$ cat config.mk
export PLATFORM = sky130hd
export DESIGN_NAME = hadamard_sequencer
export DESIGN_NICKNAME = d
export VERILOG_FILES = /design/src/rtl/hadamard_sequencer.sv
export SDC_FILE = /design/constraint.sdc
export NUM_CORES = 1
export LEC_CHECK = 0
export CAP_MARGIN = 30
export CORE_MARGIN = 5
export CORE_UTILIZATION = 48
export DETAILED_ROUTE_END_ITERATION = 6
export GPL_TIMING_DRIVEN = 0
export MAX_ROUTING_LAYER = met4
export PLACE_DENSITY_LB_ADDON = 0.05
export REMOVE_ABC_BUFFERS = 1
export SYNTH_ARGS = -nofsm -noshare
export SYNTH_HDL_FRONTEND = slang
export SYNTH_SLANG_ARGS = --single-unit
$ cat constraint.sdc
create_clock -name clk -period 3.8 [get_ports clk]
set_input_delay 0.95 -clock clk [delete_from_list [all_inputs] [get_ports clk]]
set_output_delay 0.95 -clock clk [all_outputs]
set_load 0.01 [all_outputs]
$ cat src/rtl/hadamard_sequencer.sv
// -----------------------------------------------------------------------------
// hadamard_sequencer
//
// Purpose:
//   Applies a single-qubit Hadamard gate to qubit `target` across a full
//   2^N_QUBITS real-amplitude state vector that lives in an external
//   single-port RAM. For every amplitude pair (i0, i1 = i0 | 1<<target) the
//   controller reads both words, presents them to an external combinational
//   hadamard datapath, and writes the two results back in place.
//   Each pair takes 5 cycles (RD0, RD1, CAP, WR0, WR1). The done pulse comes
//   5*2^(N_QUBITS-1)+1 cycles after start.
//
// Ports:
//   clk        system clock, rising edge
//   rst_n      asynchronous active-low reset
//   start      gate request, sampled only while idle
//   target     qubit index, sampled with start (>= N_QUBITS is rejected)
//   busy       high while a pass is in progress
//   done       one-cycle pulse at the end of a pass
//   error      one-cycle pulse on a rejected start (or an abort)
//   mem_addr   RAM address
//   mem_rd_en  RAM read strobe; data returns on mem_rdata one cycle later
//   mem_rdata  RAM read data (signed fixed point)
//   mem_wr_en  RAM write strobe
//   mem_wdata  RAM write data
//   h_in_a     hadamard in_real  (|0> amplitude of the current pair)
//   h_in_b     hadamard in_imag  (|1> amplitude of the current pair)
//   h_out_a    hadamard out_real
//   h_out_b    hadamard out_imag
//   abort      (only with HADAMARD_SEQ_ABORT_EN) cancels a pass in progress
//
// Build option:
//   HADAMARD_SEQ_ABORT_EN - adds the abort input. Without it every accepted
//   pass runs to completion.
// -----------------------------------------------------------------------------

`ifndef FIXED_WIDTH
`define FIXED_WIDTH 16
`endif
`ifndef SCALE_FACTOR
`define SCALE_FACTOR 16384
`endif
`ifndef FIXED_POINT_CONST_0_7071
`define FIXED_POINT_CONST_0_7071 11585
`endif

module hadamard_sequencer #(
    parameter int N_QUBITS = 3,
    parameter int ADDR_W   = N_QUBITS,
    parameter int TGT_W    = $clog2(N_QUBITS) + 1
) (
    input  logic                    clk,
    input  logic                    rst_n,
    input  logic                    start,
    input  logic [TGT_W-1:0]        target,
    output logic                    busy,
    output logic                    done,
    output logic                    error,
    output logic [ADDR_W-1:0]       mem_addr,
    output logic                    mem_rd_en,
    input  logic [`FIXED_WIDTH-1:0] mem_rdata,
    output logic                    mem_wr_en,
    output logic [`FIXED_WIDTH-1:0] mem_wdata,
    output logic [`FIXED_WIDTH-1:0] h_in_a,
    output logic [`FIXED_WIDTH-1:0] h_in_b,
    input  logic [`FIXED_WIDTH-1:0] h_out_a,
    input  logic [`FIXED_WIDTH-1:0] h_out_b
`ifdef HADAMARD_SEQ_ABORT_EN
    ,
    input  logic                    abort
`endif
);

    localparam int W      = `FIXED_WIDTH;
    localparam int PAIR_W = N_QUBITS - 1;

    localparam logic [TGT_W-1:0]  TGT_LIMIT = TGT_W'(N_QUBITS);
    localparam logic [PAIR_W-1:0] LAST_PAIR = '1;

    typedef enum logic [2:0] {
        S_IDLE,
        S_RD0,
        S_RD1,
        S_CAP,
        S_WR0,
        S_WR1,
        S_DONE
    } state_t;

    state_t             state_reg;
    logic [TGT_W-1:0]   tgt_reg;
    logic [PAIR_W-1:0]  pair_reg;
    logic [W-1:0]       a_reg;
    logic [W-1:0]       b_reg;
    logic [W-1:0]       hb_reg;

    logic [PAIR_W-1:0]  pair_next;
    logic [ADDR_W-1:0]  i0;
    logic [ADDR_W-1:0]  i1;
    logic [ADDR_W-1:0]  i0_next;

    // Insert a 0 bit at position t into pair index p: bits below t stay put,
    // bits at and above t move up by one.
    function automatic logic [ADDR_W-1:0] pair_base(
        input logic [PAIR_W-1:0] p,
        input logic [TGT_W-1:0]  t
    );
        logic [ADDR_W-1:0] pe;
        logic [ADDR_W-1:0] low;
        pe  = ADDR_W'(p);
        low = (ADDR_W'(1) << t) - ADDR_W'(1);
        return ((pe & ~low) << 1) | (pe & low);
    endfunction

    assign pair_next = pair_reg + PAIR_W'(1);
    assign i0        = pair_base(pair_reg, tgt_reg);
    assign i1        = i0 | (ADDR_W'(1) << tgt_reg);
    assign i0_next   = pair_base(pair_next, tgt_reg);

    assign h_in_a = a_reg;
    assign h_in_b = b_reg;

    // The datapath result for the |0> word only becomes valid at the start of
    // WR0 (b is captured on the edge entering WR0), so that write takes
    // h_out_a straight through. The |1> result is held in hb_reg for WR1,
    // and hb_reg is also what the bus shows outside WR0 (zero after reset).
    assign mem_wdata = (state_reg == S_WR0) ? h_out_a : hb_reg;

    always_ff @(posedge clk or negedge rst_n) begin
        if (!rst_n) begin
            state_reg <= S_IDLE;
            tgt_reg   <= '0;
            pair_reg  <= '0;
            a_reg     <= '0;
            b_reg     <= '0;
            hb_reg    <= '0;
            busy      <= 1'b0;
            done      <= 1'b0;
            error     <= 1'b0;
            mem_addr  <= '0;
            mem_rd_en <= 1'b0;
            mem_wr_en <= 1'b0;
        end else begin
            case (state_reg)
                S_IDLE: begin
                    done  <= 1'b0;
                    error <= 1'b0;
                    if (start) begin
                        if (target < TGT_LIMIT) begin
                            tgt_reg   <= target;
                            pair_reg  <= '0;
                            busy      <= 1'b1;
                            mem_rd_en <= 1'b1;
                            // i0 of pair 0 is address 0 for every target.
                            mem_addr  <= '0;
                            state_reg <= S_RD0;
                        end else begin
                            error <= 1'b1;
                        end
                    end
                end
                S_RD0: begin
                    mem_addr  <= i1;
                    state_reg <= S_RD1;
                end
                S_RD1: begin
                    // mem_rdata now carries the word read during RD0.
                    a_reg     <= mem_rdata;
                    mem_rd_en <= 1'b0;
                    state_reg <= S_CAP;
                end
                S_CAP: begin
                    b_reg     <= mem_rdata;
                    mem_wr_en <= 1'b1;
                    mem_addr  <= i0;
                    state_reg <= S_WR0;
                end
                S_WR0: begin
                    hb_reg    <= h_out_b;
                    mem_addr  <= i1;
                    state_reg <= S_WR1;
                end
                S_WR1: begin
                    mem_wr_en <= 1'b0;
                    if (pair_reg == LAST_PAIR) begin
                        busy      <= 1'b0;
                        done      <= 1'b1;
                        state_reg <= S_DONE;
                    end else begin
                        pair_reg  <= pair_next;
                        mem_rd_en <= 1'b1;
                        mem_addr  <= i0_next;
                        state_reg <= S_RD0;
                    end
                end
                S_DONE: begin
                    done      <= 1'b0;
                    state_reg <= S_IDLE;
                end
                default: begin
                    state_reg <= S_IDLE;
                end
            endcase

`ifdef HADAMARD_SEQ_ABORT_EN
            // Overrides whatever the case above scheduled. A write strobe on
            // the bus this cycle is still taken by the RAM at this edge.
            if (abort && (state_reg != S_IDLE)) begin
                state_reg <= S_IDLE;
                busy      <= 1'b0;
                done      <= 1'b0;
                error     <= 1'b1;
                mem_rd_en <= 1'b0;
                mem_wr_en <= 1'b0;
            end
`endif
        end
    end

endmodule

# After elaboration in Yosys (flattened, before gate mapping)
# Cells that the tools add are included.
# W data, S select, Z words.
# totals
regBits	64
inputBits	54
out_inout_bits	56
# op_classes
addsub	2
magnitude_cmp	1
n_eq_ne	11
shifts	1
mux	24
bitwise	8
n_reduce_logical	15
# op_table
cell	count
$mux W3	6
$pmux W3 S6	1
$mux W16	1
$reduce_and A4 Y1	4
$pmux W3 S4	1
$eq A3 B3 Y1 const B	3
$or A3 B3 Y3	3
$ne A2 B2 Y1 const B	4
$mux W1	7
$and A2 B3 Y3	2
$eq A3 B2 Y1 const B	2
$mux W2	3
$pmux W1 S2	3
$reduce_bool A2 Y1	3
$and A2 B2 Y2	2
$pmux W2 S2	1
$reduce_and A2 Y1	2
$reduce_bool A4 Y1	1
$reduce_or A2 Y1	2
$eq A3 B1 Y1 const B	1
$logic_not A3 Y1	1
$lt A3 B2 Y1 const B	1
$pmux W1 S3	1
$reduce_and A3 Y1	1
other kinds (6)	6

# Depth between registers and ports, before layout
# Gate-level depths: netlist of run 1.
# logic_depth
ltp_word	7
ltp_mapped	6
mapped_depth_nobuf	5

# Worst setup path after synthesis of run 1
# Ideal clock, no wire load.
# synth_path
path_kind	reg2out
start	reg state_reg[0]
end	out mem_wdata[10]
arrival_ns	1.290
required_time_ns	2.850
path_slack_ns	1.560
stages_incl_launch_ff	6
n_path_buf	2
cell_sequence	dfrtp_1 -> buf_6 -> nor3b_4 -> clkbuf_1 -> nand2_1 -> nand2_1
# synth_via
elab_chain_cells	2
# synth_rtl
item	line_no	source
from (decl)	90	state_t state_reg;
from (signal assigned)	131	state_reg <= S_IDLE;
from (signal assigned)	156	state_reg <= S_RD0;
from (signal assigned)	164	state_reg <= S_RD1;
$eq A3 B3 Y1	127	assign mem_wdata = (state_reg == S_WR0) ? h_out_a : hb_reg;
$mux W16	127	
to (decl)	63	output logic [`FIXED_WIDTH-1:0] mem_wdata,
# Every way passes these cells.

# Worst setup path after layout of run 1
# layout_path
start	reg state_reg[2]
end	out mem_wdata[10]
# Same word-level chain as after synthesis.

==> impl_metrics.env, run 1 <==
export IMPL_status="finished clean"
export IMPL_viasPerCell=4.99
export IMPL_timing_final_hold_violations=0
export IMPL_grt_ovfl_total=0
export IMPL_powerDensity_nw_per_um2=841
export IMPL_tightest_slew_ps=802
export IMPL_synth_distinct_cells=44
export IMPL_gp_congestion=0.796
export IMPL_crit_path_max_fanout=25
export IMPL_num_io_pins=110
export IMPL_die_area_um2=7780
export IMPL_grt_max_degree=65
export IMPL_drtPass1Iterations=4
export IMPL_synth_cell_area_um2=2930
export IMPL_final_core_util_pct=72.4
export IMPL_ys_seq_area_share_pct=54.6
export IMPL_routedWlPerCell_um=14.5
export IMPL_grt_pass1_wl_mm=10.6
export IMPL_cts_hold_buf=0
export IMPL_setup_slack_ps=209
export IMPL_finalNetCount=433
export IMPL_finalSetupViolations=0
export IMPL_diodes=0
export IMPL_cts_resized=0
export IMPL_report_final_slew_viol_count=0
export IMPL_rsz0062_at_grt="no"
export IMPL_die_w_um=88.2
export IMPL_cts_clk_slew_worst_paths_ps=70
export IMPL_cts_sink_count=64
export IMPL_synth_edf_count=0
export IMPL_cts_tree="done"
export IMPL_regArea_um2=1600
export IMPL_period_share_pct=94.5
export IMPL_drtAntennaViolNets=0
export IMPL_worstRegToRegCells=4
export IMPL_netlist_area_leader_share_pct=54.6
export IMPL_reg2reg_to="mem_addr[1]"
export IMPL_cp_start_kind="flop"
export IMPL_nFillCells=447
export IMPL_dp_slack_ps=579
export IMPL_root_buffer="clkbuf_8"
export IMPL_first_global_vias=2203
export IMPL_synth_warnings=0
export IMPL_vias=2284
export IMPL_grtUsageTotal_pct=18.5
export IMPL_hold_depth=2
export IMPL_hold_class="reg2reg"
export IMPL_min_from="hb_reg[7]"
export IMPL_ys_ff_latch=64
export IMPL_irDropWorstVdd_mv=0.412
export IMPL_crit_type="reg2out"
export IMPL_synth_commonest_cells="93 x nand2_1, 64 x dfrtp_1, 25 x mux2_2"
export IMPL_initial_core_util_pct=49.6
export IMPL_power_leakage_nw=1.91
export IMPL_critPathRequiredTime_ps=2850
export IMPL_clockBufferDepth=2
export IMPL_core_um2=5920
export IMPL_portBuffers=109
export IMPL_maxSlewHeadroom_pct=46.5
export IMPL_critPathArrivalTime_ps=2640
export IMPL_syn_inst=270
export IMPL_drive_gt1_share_pct=16.7
export IMPL_async_flop_share_pct=100
export IMPL_yosys_area_top_type="dfrtp_1"
export IMPL_synth_avg_cell_area_um2=10.9
export IMPL_place_hpwl_mm=4.82
export IMPL_yosys_top_cells_area="dfrtp_1 55%, nand2_1 12%, mux2_2 9.6%"
export IMPL_drv_cap=0
export IMPL_drc=0
export IMPL_worstHoldEndpoint="hb_reg[7]"
export IMPL_fin_skew_ps=10.1
export IMPL_multi_input_area_um2=1210
export IMPL_synth_ff_type="dfrtp_1"
export IMPL_drt_iter0_drc=82
export IMPL_clk_latency_ps=330
export IMPL_crit_start="state_reg[2]"
export IMPL_min_period_ps=3590
export IMPL_reg2reg_from="state_reg[2]"
export IMPL_max_freq_ghz=0.278
export IMPL_htreeDepth=3
export IMPL_cts_buffers=9
export IMPL_die_y_um=88.2
export IMPL_cts_setup_buffers=0
export IMPL_ff2ff_setup_slack_ps=1740
export IMPL_wirelength_mm=6.62
export IMPL_rows=28
export IMPL_antenna_found_initial=0
export IMPL_cp_end_kind="output pin"
export IMPL_syn_to_final_growth_pct=46.1
export IMPL_synth_most_common_cell="nand2_1"
==> cell usage in the layout (no fill, tap or decap), types with 3 or more instances in the layout <==
cell type	Yosys	layout
a21oi_1	6	6
a221oi_1	3	3
a22o_1	3	3
bufinv_16	0	3
clkbuf_8	0	9
clkdlybuf4s50_1	0	108
dfrtp_1	64	64
mux2_2	25	25
mux2_4	9	9
nand2_1	93	93
nor2_1	6	6
nor3_1	3	3
o21ai_0	12	12
==> worst max-delay path, stage by stage (launching register included) <==
cell	delay (ps)
dfrtp_1	800
nor3b_4	610
buf_16	220
nand2_1	70
nand2_1	70
clkdlybuf4s50_1	540
==> stage by stage <==
stage | cell area [um2] | hold slack (ps) | TNS [ps] | std cells | power [mW]
final | 4290 | 463 | 0 | 458 | 3.61
after global routing | 4290 | 490 | 0 | 458 | 3.85
after CTS | 4290 | 469 | 0 | 458 | 3.66
after detailed placement | 4040 | 453 | 0 | 442 | 2.94
after global placement | 4000 | 447 | -19760 | 440 | 2.87
after floorplan | 2820 | 433 | 0 | 256 | 2.05
==> metal layers <==
metal	share of wire, %	global-route usage [%]	vias up
met1	45	23.8	1066
li1	-	-	1124
met5	0	-	-
met2	45	27.5	80
met4	2.1	7.83	0
met3	7.9	5.17	14
==> how the worst max path moves through the flow <==
stage,to
final,mem_wdata[10]
after detailed placement,mem_wdata[10]
after floorplan,mem_wdata[0]
after CTS,mem_wdata[10]
after global placement,hb_reg[7]
after global routing,mem_wdata[3]
==> cell type report <==
cell class | count | area share, %
clock buffers | 9 | 2.89
clock inverters | 7 | 2.80
inverters | 3 | 0.263
multi-input cells | 189 | 28.1
flip-flops and latches | 64 | 37.4
well taps | 75 | 2.19
repair buffers | 111 | 26.4
==> logic make-up after synthesis <==
logic type / count (synthesis) / synth area share (%)
fa+ha+maj: 1 / 0.426
xor+xnor: 1 / 0.299
simple gates: 119 / 18.2
compound gates: 34 / 8.02
flops: 64 / 54.6
buf+inv: 17 / 4.31
mux: 34 / 14.2
==> power breakdown <==
| group | total, mW | internal, mW | leakage [nW] | switching, mW |
|---|---|---|---|---|
| Sequential | 1.22 | 0.999 | 0.770 | 0.220 |
| Clock | 0.702 | 0.436 | 0.119 | 0.265 |
| Combinational | 1.69 | 0.996 | 1.02 | 0.690 |
| Total | 3.61 | 2.43 | 1.91 | 1.18 |
Note: power is estimated with default switching activity, not from simulation.
==> inputs of run 2 (changes only) <==
--- a/config.mk
+++ b/config.mk
@@ -6,7 +6,7 @@
 export NUM_CORES = 1
 export LEC_CHECK = 0
 export CAP_MARGIN = 30
-export CORE_MARGIN = 5
+export CORE_MARGIN = 2
 export CORE_UTILIZATION = 48
 export DETAILED_ROUTE_END_ITERATION = 6
 export GPL_TIMING_DRIVEN = 0
==> run 2 against run 1 <==
- maximum frequency up 7.6%
- critical path depth is the same
- register-to-register slack improved by 20 ps
- largest power group unchanged
- clock skew shrank 4.4 ps
- cell count is 0.44% higher
- clock-buffer cell count increased by 2
- non-clock buffer count increased by 2
- final area up 0.50%
- clock power is essentially flat
==> impl_metrics.env, run 2 (synthesized netlist as in run 1, its figures left out) <==
export IMPL_crit_type="reg2out"
export IMPL_maxSlewHeadroom_pct=48.1
export IMPL_holdWs_ps=464
export IMPL_finalSetupViolations=0
export IMPL_powerDensity_nw_per_um2=841
export IMPL_finalNetCount=435
export IMPL_first_global_vias=2153
export IMPL_clk_latency_ps=330
export IMPL_rows=28
export IMPL_clockBufferDepth=2
export IMPL_htreeDepth=3
export IMPL_grt_max_degree=65
export IMPL_drv_cap=0
export IMPL_reg2reg_to="h_in_b[6]"
export IMPL_vias=2333
export IMPL_cp_end_kind="output pin"
export IMPL_grt_ovfl_total=0
export IMPL_power_leakage_nw=1.93
export IMPL_drive_gt1_share_pct=17.1
export IMPL_regArea_um2=1600
export IMPL_grt_pass1_wl_mm=10.0
export IMPL_viasPerCell=5.07
export IMPL_wirelength_mm=6.45
export IMPL_nFillCells=445
export IMPL_cts_hold_buf=0
export IMPL_drtAntennaViolNets=0
export IMPL_worstRegToRegCells=3
export IMPL_final_core_util_pct=72.8
export IMPL_drc=0
export IMPL_fin_area_um2=4310
export IMPL_drtPass1Iterations=4
export IMPL_status="finished clean"
export IMPL_irDropWorstVdd_mv=0.426
export IMPL_fin_skew_ps=5.70
export IMPL_cts_sink_count=64
export IMPL_multi_input_area_um2=1210
export IMPL_place_area_um2=4030
export IMPL_initial_core_util_pct=49.6
export IMPL_die_y_um=82.2
export IMPL_diodes=0
export IMPL_hold_class="reg2reg"
export IMPL_endpoint="mem_wdata[3]"
export IMPL_portBuffers=109
export IMPL_crit_path_max_fanout=20
export IMPL_max_freq_ghz=0.299
export IMPL_tightest_slew_ps=779
export IMPL_antenna_found_initial=0
export IMPL_cp_start_kind="flop"
export IMPL_critPathRequiredTime_ps=2850
export IMPL_grtUsageTotal_pct=20.3
export IMPL_rsz0062_at_grt="no"
export IMPL_mostFrequentLayoutCells="108 x clkdlybuf4s50_1, 93 x nand2_1, 64 x dfrtp_1"
export IMPL_cts_clk_slew_worst_paths_ps=70
export IMPL_die_w_um=82.2
export IMPL_layout_commonest_cell="clkdlybuf4s50_1"
export IMPL_root_buffer="clkbuf_8"
export IMPL_core_um2=5920
export IMPL_routedWlPerCell_um=14.0
export IMPL_min_period_ps=3340
export IMPL_syn_to_final_growth_pct=46.9
export IMPL_place_hpwl_mm=4.58
export IMPL_timing_final_hold_violations=0
export IMPL_cts_tree="done"
export IMPL_drt_iter0_drc=91
export IMPL_hold_depth=2
export IMPL_die_area_um2=6750
export IMPL_critPathArrivalTime_ps=2390
export IMPL_report_final_slew_viol_count=0
export IMPL_cts_buffers=9
export IMPL_ff2ff_setup_slack_ps=1760
export IMPL_reg2reg_from="state_reg[2]"
export IMPL_num_io_pins=110
export IMPL_gp_congestion=0.865
export IMPL_period_share_pct=87.9
export IMPL_crit_start="state_reg[2]"
export IMPL_totalPowerFinal_mw=3.62
## run 2: final cells by class
class                   count  area share, %
clock inverters             5           2.41
clock buffers              11           3.28
well taps                  75           2.18
multi-input cells         189           28.1
flip-flops and latches     64           37.2
repair buffers            113           26.6
inverters                   3          0.261
## run 2: worst max-delay path, stage by stage (launching register included)
cell and delay, ps:
dfrtp_1 800, nor3b_4 410, buf_8 190, nand2_1 60, nand2_1 60, clkdlybuf4s50_1 530
## run 2: per-layer routing
metal / global-route usage (%) / share of wire [%] / vias up
met5: - / 0 / -
met4: 7.17 / 0.99 / 0
met3: 6.74 / 7.3 / 6
met2: 31.1 / 49 / 79
met1: 25.2 / 43 / 1115
li1: - / - / 1133
## run 2: worst min path at each step
stage	startpoint	endpoint	slack [ps]
final	hb_reg[15]	hb_reg[15]	460
after global routing	hb_reg[15]	hb_reg[15]	500
after CTS	hb_reg[15]	hb_reg[15]	470
after detailed placement	hb_reg[15]	hb_reg[15]	450
after global placement	hb_reg[15]	hb_reg[15]	450
after floorplan	hb_reg[0]	hb_reg[0]	430
## run 2: repair_timing
item                                    4_1_cts  5_1_grt
buffers inserted                              0        2
endpoints found under the setup margin        0       10
gates resized for setup                       0        1
## run 2: power by group
| part | total, mW | internal (mW) | switching [mW] |
|---|---|---|---|
| clock network | 0.704 | 0.454 | 0.250 |
| logic | 1.70 | 1.00 | 0.693 |
| registers | 1.22 | 1.00 | 0.222 |
| total | 3.62 | 2.46 | 1.17 |
## run 2: per-stage QoR
| stage | setup WS (ps) | setup TNS, ps | instances |
|---|---|---|---|
| finish | 461 | 0 | 460 |
| global route | 286 | 0 | 460 |
| CTS | 47.3 | 0 | 458 |
| detailed placement | 434 | 0 | 442 |
| global placement | -278 | -17580 | 440 |
| floorplan | 1150 | 0 | 256 |
==> inputs of run 3 (changes only) <==
--- a/config.mk
+++ b/config.mk
@@ -6,12 +6,12 @@
 export NUM_CORES = 1
 export LEC_CHECK = 0
 export CAP_MARGIN = 30
-export CORE_MARGIN = 2
+export CORE_MARGIN = 4
 export CORE_UTILIZATION = 48
 export DETAILED_ROUTE_END_ITERATION = 6
 export GPL_TIMING_DRIVEN = 0
 export MAX_ROUTING_LAYER = met4
-export PLACE_DENSITY_LB_ADDON = 0.05
+export PLACE_DENSITY = 0.86
 export REMOVE_ABC_BUFFERS = 1
 export SYNTH_ARGS = -nofsm -noshare
 export SYNTH_HDL_FRONTEND = slang
==> run 3 against run 2 <==
- combinational power hardly changed
- total power is 2.1% lower
- critical path depth is 1 lower
- routed wire length is 4.3% higher
- register-to-register slack worse by 220 ps
- sequential power hardly changed
- sequential cell count stayed put
- worst hold slack worse by 3.2 ps
- clock power is 9.7% lower
- global-route usage is 0.86 points lower
- via count is 1.4% higher
==> impl_metrics.env, run 3 (synthesized netlist as in run 1, its figures left out) <==
export IMPL_maxSlewHeadroom_pct=31.9
export IMPL_drv_cap=0
export IMPL_wirelength_mm=6.73
export IMPL_cts_buffers=9
export IMPL_syn_to_final_growth_pct=45.7
export IMPL_critPathArrivalTime_ps=2560
export IMPL_cp_cell_sequence="nand3_1, nand2_1, nand2_1, clkdlybuf4s50_1"
export IMPL_portBuffers=109
export IMPL_grt_pass1_wl_mm=10.9
export IMPL_timing_final_hold_violations=0
export IMPL_core_um2=5920
export IMPL_die_w_um=86.2
export IMPL_antenna_found_initial=0
export IMPL_gp_congestion=0.849
export IMPL_num_io_pins=110
export IMPL_grt_max_degree=35
export IMPL_drt_iter0_drc=94
export IMPL_initial_core_util_pct=49.6
export IMPL_cp_end_kind="output pin"
export IMPL_vias=2365
export IMPL_crit_type="reg2out"
export IMPL_die_area_um2=7430
export IMPL_drc=0
export IMPL_rsz0062_at_grt="no"
export IMPL_multi_input_area_um2=1210
export IMPL_diodes=0
export IMPL_holdWs_ps=461
export IMPL_mostFrequentLayoutCells="108 x clkdlybuf4s50_1, 93 x nand2_1, 64 x dfrtp_1"
export IMPL_grtUsageTotal_pct=19.4
export IMPL_clockBufferDepth=2
export IMPL_slowest_delay_ps=790
export IMPL_crit_path_max_fanout=20
export IMPL_die_y_um=86.2
export IMPL_cts_setup_buffers=0
export IMPL_setup_slack_ps=293
export IMPL_cp_start_kind="flop"
export IMPL_ff2ff_setup_slack_ps=1540
export IMPL_cp_buffers_inverters=1
export IMPL_report_final_slew_viol_count=0
export IMPL_power_leakage_nw=1.91
export IMPL_max_freq_ghz=0.285
export IMPL_dp_slack_ps=436
export IMPL_layout_commonest_cell="clkdlybuf4s50_1"
export IMPL_period_share_pct=92.3
export IMPL_root_buffer="clkbuf_8"
export IMPL_cp_slowest_cell="dfrtp_1"
export IMPL_cts_resized=0
export IMPL_drtAntennaViolNets=0
export IMPL_status="finished clean"
export IMPL_setup_tns_ps=0
export IMPL_totalPowerFinal_mw=3.55
export IMPL_first_global_vias=2304
export IMPL_finalNetCount=434
export IMPL_place_area_um2=4030
export IMPL_viasPerCell=5.16
export IMPL_cpMostUsedCell="nand2_1"
export IMPL_grt_ovfl_total=0
export IMPL_fin_area_um2=4270
export IMPL_min_period_ps=3510
export IMPL_cts_clk_slew_worst_paths_ps=70
export IMPL_drive_gt1_share_pct=16.4
export IMPL_powerDensity_nw_per_um2=830
export IMPL_htreeDepth=3
export IMPL_irDropWorstVdd_mv=0.497
export IMPL_path_delay_family="simple AND/OR/NAND/NOR gates"
export IMPL_hold_class="reg2reg"
export IMPL_cts_sink_count=64
export IMPL_cts_hold_buf=0
export IMPL_regArea_um2=1600
export IMPL_drtPass1Iterations=4
export IMPL_critPathRequiredTime_ps=2850
export IMPL_fin_skew_ps=5.53
export IMPL_nFillCells=417
export IMPL_clk_latency_ps=330
export IMPL_cts_tree="done"
export IMPL_place_hpwl_mm=4.99
export IMPL_routedWlPerCell_um=14.7
export IMPL_rows=28
export IMPL_finalSetupViolations=0
export IMPL_tightest_slew_ps=1020
## run 3: cell types whose count changed in the layout (fill, tap and decap cells not counted), sizes merged
cell    before  now
buf          5    4
clkinv       2    1
bufinv       3    2
clkbuf      11   12
## run 3: final cells by class
type                            instances  area share [%]
Timing Repair Buffer                  112            26.7
Inverter                                3           0.263
Clock inverter                          3            1.52
Tap cell                               75            2.20
Sequential cell                        64            37.5
Clock buffer                           12            3.63
Multi-Input combinational cell        189            28.2
## run 3: worst register-to-register path, cell delays in order, from the launching register on
cell and delay, ps:
dfrtp_1 700, inv_2 170, nor3_4 850, mux2_2 420
## run 3: worst paths after layout
kind	from	end	cells past startpoint
setup / recovery	state_reg[2]	mem_wdata[4]	4
hold / removal	hb_reg[13]	hb_reg[13]	2
setup reg to reg	state_reg[1]	h_in_a[6]	3
hold reg to reg	hb_reg[13]	hb_reg[13]	2
max in group asynchronous	rst_n	hb_reg[9]	2
min in group asynchronous	rst_n	busy	1
## run 3: stage by stage
stage                     instances  utilization, %
after floorplan                 256               -
after global placement          440            67.6
after detailed placement        442            68.1
after CTS                       457            71.9
after global routing            458            72.2
final                           458            72.2
## run 3: per-layer routing
metal | wire, um | GRT usage [%] | vias up
li1 | - | - | 1131
met1 | 2820 | 24.1 | 1113
met4 | 55 | 6.80 | 0
met3 | 617 | 5.23 | 8
met2 | 3240 | 30.9 | 113
met5 | 0 | - | -
## run 3: power breakdown
group | leakage, nW | switching (mW) | total, mW | internal (mW)
Clock | 0.112 | 0.235 | 0.636 | 0.401
Sequential | 0.770 | 0.216 | 1.22 | 1.00
Combinational | 1.03 | 0.706 | 1.70 | 0.991
Total | 1.91 | 1.16 | 3.55 | 2.39
